### src/rtl/wb_uart_arbiter.sv
`default_nettype none
// ============================================================================
// Module   : wb_uart_arbiter
// Purpose  : Two-master Wishbone arbiter in front of a single UART core, with
//            round-robin grant and locked multi-beat cycles.
//            Optional stalled-strobe bus-error timeout: WB_ARB_TIMEOUT_EN.
// Revision : 1.0 - initial release
// ============================================================================
module wb_uart_arbiter #(
  parameter int TIMEOUT_CYCLES = 1024
) (
  input  logic        i_clk,
  input  logic        i_reset_n,
  input  logic        i_m0_cyc,
  input  logic        i_m0_stb,
  input  logic        i_m0_we,
  input  logic [3:0]  i_m0_sel,
  input  logic [1:0]  i_m0_addr,
  input  logic [31:0] i_m0_data,
  output logic        o_m0_ack,
  output logic        o_m0_err,
  output logic [31:0] o_m0_data,
  input  logic        i_m1_cyc,
  input  logic        i_m1_stb,
  input  logic        i_m1_we,
  input  logic [3:0]  i_m1_sel,
  input  logic [1:0]  i_m1_addr,
  input  logic [31:0] i_m1_data,
  output logic        o_m1_ack,
  output logic        o_m1_err,
  output logic [31:0] o_m1_data,
  output logic        o_s_cyc,
  output logic        o_s_stb,
  output logic        o_s_we,
  output logic [3:0]  o_s_sel,
  output logic [1:0]  o_s_addr,
  output logic [31:0] o_s_data,
  input  logic        i_s_ack,
  input  logic [31:0] i_s_data,
  output logic [1:0]  o_grant
);

  if (TIMEOUT_CYCLES < 1) begin : g_param_check
    $error("wb_uart_arbiter: TIMEOUT_CYCLES must be at least 1");
  end

  typedef enum logic [1:0] {
    IDLE  = 2'd0,
    OWN0  = 2'd1,
    OWN1  = 2'd2,
    DRAIN = 2'd3
  } state_t;

  state_t     state;
  state_t     state_nx;
  logic       last_owner;
  logic       last_owner_nx;
  logic [1:0] grant_nx;
  logic       own0;
  logic       own1;
  logic       timeout_hit;

  assign own0 = (state == OWN0);
  assign own1 = (state == OWN1);

  // Slave request mux: cyc qualifies stb, nothing reaches the slave unless owned
  always_comb begin
    o_s_cyc  = 1'b0;
    o_s_stb  = 1'b0;
    o_s_we   = 1'b0;
    o_s_sel  = 4'd0;
    o_s_addr = 2'd0;
    o_s_data = 32'd0;
    if (own0) begin
      o_s_cyc  = i_m0_cyc;
      o_s_stb  = i_m0_cyc & i_m0_stb;
      o_s_we   = i_m0_we;
      o_s_sel  = i_m0_sel;
      o_s_addr = i_m0_addr;
      o_s_data = i_m0_data;
    end else if (own1) begin
      o_s_cyc  = i_m1_cyc;
      o_s_stb  = i_m1_cyc & i_m1_stb;
      o_s_we   = i_m1_we;
      o_s_sel  = i_m1_sel;
      o_s_addr = i_m1_addr;
      o_s_data = i_m1_data;
    end
  end

  assign o_m0_ack  = own0 & i_s_ack;
  assign o_m1_ack  = own1 & i_s_ack;
  assign o_m0_data = own0 ? i_s_data : 32'd0;
  assign o_m1_data = own1 ? i_s_data : 32'd0;

  always_comb begin
    state_nx      = state;
    last_owner_nx = last_owner;
    case (state)
      IDLE: begin
        if (i_m0_cyc && i_m1_cyc) begin
          state_nx = last_owner ? OWN0 : OWN1;
        end else if (i_m0_cyc) begin
          state_nx = OWN0;
        end else if (i_m1_cyc) begin
          state_nx = OWN1;
        end
      end
      OWN0: begin
        if (!i_m0_cyc) begin
          state_nx = i_m1_cyc ? OWN1 : IDLE;
        end else if (timeout_hit) begin
          state_nx = DRAIN;
        end
      end
      OWN1: begin
        if (!i_m1_cyc) begin
          state_nx = i_m0_cyc ? OWN0 : IDLE;
        end else if (timeout_hit) begin
          state_nx = DRAIN;
        end
      end
      DRAIN: begin
        // last_owner still names the master whose cycle timed out
        if (last_owner) begin
          if (!i_m1_cyc) state_nx = i_m0_cyc ? OWN0 : IDLE;
        end else begin
          if (!i_m0_cyc) state_nx = i_m1_cyc ? OWN1 : IDLE;
        end
      end
      default: state_nx = IDLE;
    endcase
    if (state_nx == OWN0) begin
      last_owner_nx = 1'b0;
    end else if (state_nx == OWN1) begin
      last_owner_nx = 1'b1;
    end
  end

  assign grant_nx = {(state_nx == OWN1), (state_nx == OWN0)};

  always_ff @(posedge i_clk or negedge i_reset_n) begin
    if (!i_reset_n) begin
      state      <= IDLE;
      last_owner <= 1'b1;
      o_grant    <= 2'b00;
    end else begin
      state      <= state_nx;
      last_owner <= last_owner_nx;
      o_grant    <= grant_nx;
    end
  end

`ifdef WB_ARB_TIMEOUT_EN
  localparam int CNT_W = $clog2(TIMEOUT_CYCLES + 1);

  logic [CNT_W-1:0] tmo_cnt;
  logic [1:0]       err_q;
  logic             stalled;

  assign stalled     = o_s_stb & ~i_s_ack;
  assign timeout_hit = stalled && (tmo_cnt == CNT_W'(TIMEOUT_CYCLES - 1));

  // Counts consecutive stalled strobes; any break or owner change restarts it
  always_ff @(posedge i_clk or negedge i_reset_n) begin
    if (!i_reset_n) begin
      tmo_cnt <= '0;
      err_q   <= 2'b00;
    end else begin
      if (!stalled || (state_nx != state)) begin
        tmo_cnt <= '0;
      end else begin
        tmo_cnt <= tmo_cnt + 1'b1;
      end
      err_q <= timeout_hit ? {own1, own0} : 2'b00;
    end
  end

  assign o_m0_err = err_q[0];
  assign o_m1_err = err_q[1];
`else
  assign timeout_hit = 1'b0;
  assign o_m0_err    = 1'b0;
  assign o_m1_err    = 1'b0;
`endif

endmodule
`default_nettype wire

### config.mk
export PLATFORM = sky130hd
export DESIGN_NAME = wb_uart_arbiter
export DESIGN_NICKNAME = d
export VERILOG_FILES = /design/src/rtl/wb_uart_arbiter.sv
export SDC_FILE = /design/constraint.sdc
export NUM_CORES = 1
export LEC_CHECK = 0
export ABC_AREA = 0
export CAP_MARGIN = 20
export CORE_AREA = 2 2 89 91
export CTS_BUF_LIST = sky130_fd_sc_hd__clkbuf_2 sky130_fd_sc_hd__clkbuf_4 sky130_fd_sc_hd__clkbuf_8
export DETAILED_ROUTE_END_ITERATION = 10
export DIE_AREA = 0 0 91 93
export PLACE_DENSITY = 0.77
export SLEW_MARGIN = 0
export SYNTH_ARGS = -nofsm -noshare
export SYNTH_HDL_FRONTEND = slang
export SYNTH_SLANG_ARGS = --single-unit
### constraint.sdc
create_clock -name i_clk -period 1.85 [get_ports i_clk]
set_clock_uncertainty 0.2 [all_clocks]
set_input_delay 0.2775 -clock i_clk [delete_from_list [all_inputs] [get_ports i_clk]]
set_output_delay 0.2775 -clock i_clk [all_outputs]
set_load 0.01 [all_outputs]
==> impl_metrics.toml <==
[status]
status = "complete, but fails checks"
violations = "setup timing"

[sta]
fin_crit_sh = 1.06
finalHoldViolCount = 0
finalMaxSlewViolations = 0
setup_ws_ns = -0.105
setup_violations = 97
rsz0062_at_grt = "true"
period_minus_slack_ns = 1.96
fmax_mhz = 511

[finish]
antennaDiodeCount = 0
final_layout_size_suffix_gt1_frac = 0.557
syn_to_final_growth_pct = 261
fin_util = 0.550
fill_cells = 690
fin_nets = 516

[drt]
dr.pass1.iters = 4
drc = 0
vias = 2139
vias_per_cell = 4.30
ant_nets = 0
routedWlPerCell_um = 18.1
routed_wl_um = 9020
drtIter0Drc = 52

[synthesis]
yosys_warnings = 0
ys_seq_area_frac = 0.110
ys_types = 19
synth_area_leaders = "and2_1 36%, a22o_1 31%, dfrtp_1 8.7%, buf_2 6.1%, ha_1 3.3%"
synth_area_per_cell_um2 = 7.49
ys_seq_elements = 5
netlist_instances = 153
synth_top_area_cell = "and2_1"
post-synth-top-area-fraction = 0.360
syn_area_mm2 = 0.00115

[placed_design]
dpl.hpwl_um = 6140
port-buffer-count = 225
place_ws_ns = -0.297
finalWeightedCongestion = 0.813

[grt]
grt_pass1_vias = 2001
grt_usage = 0.176
grt_pass1_wl_um = 11900
overflow = 0
antenna_found_initial = 0
grt_max_degree = 34

[cts]
htree_levels = 1
clock_sinks = 5
clkTransAtPathRegs_ns = 0.04
cts_buffers = 3
cts_hold_buf = 0
root_buffer = "clkbuf_8"
tritoncts = "done"
clock_path_buffers = 2
clk-insertion-delay-late_ns = 0.23

[setup_path]
cp_cell_sequence = "nor2b_4 > buf_12 > buf_16 > a22o_1 > buf_2"
endpoint_kind = "primary output"
worst_path_max_delay_cell = "dfrtp_1"
cp_max_fo = 14
arrival_ns = 1.48
crit_type = "flip-flop to primary output"
cpPeakStageDelay_ns = 0.41
crit_buf_inv = 3
cp-start-kind = "flip-flop"
cp.required_ns = 1.37
crit_family = "buffers and inverters"

[die]
io_pins = 228
dieArea_mm2 = 0.00846
start_util = 0.152
dieHeight_um = 93
std_cell_rows = 32
dieWidth_um = 91
core-area_mm2 = 0.00753

[worst_hold_path]
hp-class = "input pin to asynchronous set/reset pin"

[pwr]
powerDensity_mw_per_mm2 = 824
leakage_nw = 2.00
ir_drop_uv = 507
power_mw = 3.41

[flow_run]
cap_violations = 0
-- per-stage QoR --
stage | setup TNS (ns) | std cells | hold slack, ns | area (µm²)
floorplan | 0 | 154 | -0.218 | 1150
global placement | -15.81 | 477 | 0.284 | 3610
detailed placement | -17.11 | 477 | 0.309 | 3610
CTS | -5.41 | 489 | 0.0859 | 3470
global route | -9.74 | 497 | 0.104 | 4140
finish | -5.45 | 497 | 0.0809 | 4140
-- cell usage after synthesis --
cell type,count
a21o_1,1
a21oi_1,2
a22o_1,41
a22oi_1,1
and2_1,66
buf_2,14
buf_4,2
clkbuf_2,3
conb_1,1
dfrtp_1,4
dfstp_2,1
ha_1,3
inv_1,1
mux2i_1,2
nand2_1,3
nand2b_1,2
nand3_1,3
nor2b_1,2
o22ai_1,1
-- cell usage in the layout (no fill, tap or decap), types with 2 or more instances in the layout --
master and n:
buf_2 38, conb_1 2, clkbuf_2 2, buf_4 10
nor2b_4 2, nand2b_4 2, a22o_1 34, dfrtp_1 4
buf_12 6, ha_1 3, nand2_1 3, a21oi_2 2
a22o_4 7, and2_1 3, clkbuf_8 3, buf_16 3
clkbuf_16 6, and2_4 63, nand3_1 3, buf_8 4
mux2i_1 2, buf_6 69, clkdlybuf4s50_1 117
-- timing repair --
action | in CTS | in global routing
pin swaps | 27 | 52
hold endpoints to repair | 0 | 0
buffers inserted | 5 | 2
endpoints found under the setup margin | 108 | 107
gates cloned | 4 | 7
resized for setup | 452 | 141
-- worst register-to-register path: stages, from the launching register on --
cell	delay [ns]
dfrtp_1	0.39
buf_4	0.14
buf_6	0.10
nand2b_4	0.12
buf_4	0.12
nand2_1	0.06
a22o_1	0.20
ha_1	0.29
mux2i_1	0.19
-- cell families after synthesis --
family / Yosys count / synth area share
compound gates: 46 / 0.341
buf+inv: 20 / 0.0906
fa+ha+maj: 3 / 0.0328
mux: 2 / 0.0175
other cells: 1 / 0.00327
flops: 5 / 0.110
simple gates: 76 / 0.405
-- registers in the layout (all words and copies together), names as in the netlist --
register	cells
o_grant	2
state	2
last_owner	1
-- final timing paths --
| check | slack (ns) | end | startpoint | cells after the start |
|---|---|---|---|---|
| max | -0.11 | o_s_data[4] | state[1] | 5 |
| min | 0.08 | state[1] | i_reset_n | 1 |
| max reg2reg | -0.05 | last_owner | state[1] | 8 |
| min reg2reg | 0.32 | last_owner | last_owner | 2 |
| max in group asynchronous | 1.11 | last_owner | i_reset_n | 1 |
| min in group i_clk | 0.32 | last_owner | last_owner | 2 |
-- power by group --
group	switching [mW]	internal, mW	total [mW]
combinational	1.19	1.81	3.00
sequential	0.0360	0.151	0.187
clock	0.0593	0.163	0.222
-- layer usage --
layer | GRT usage | part of all wire
met1 | 0.227 | 0.43
met3 | 0.0483 | 0.070
met4 | 0.0290 | 0.0080
met2 | 0.299 | 0.49
met5 | 0 | 0
-- area by class of cell --
class,count,area [µm²],share of cell area
Sequential cell,5,126,0.0305
Multi-Input combinational cell,129,1180,0.286
Inverter,1,3.75,0.000907
Clock buffer,4,48.8,0.0118
Tap cell,102,128,0.0308
Timing Repair Buffer,256,2650,0.640
(Power assumes the default switching activity.)
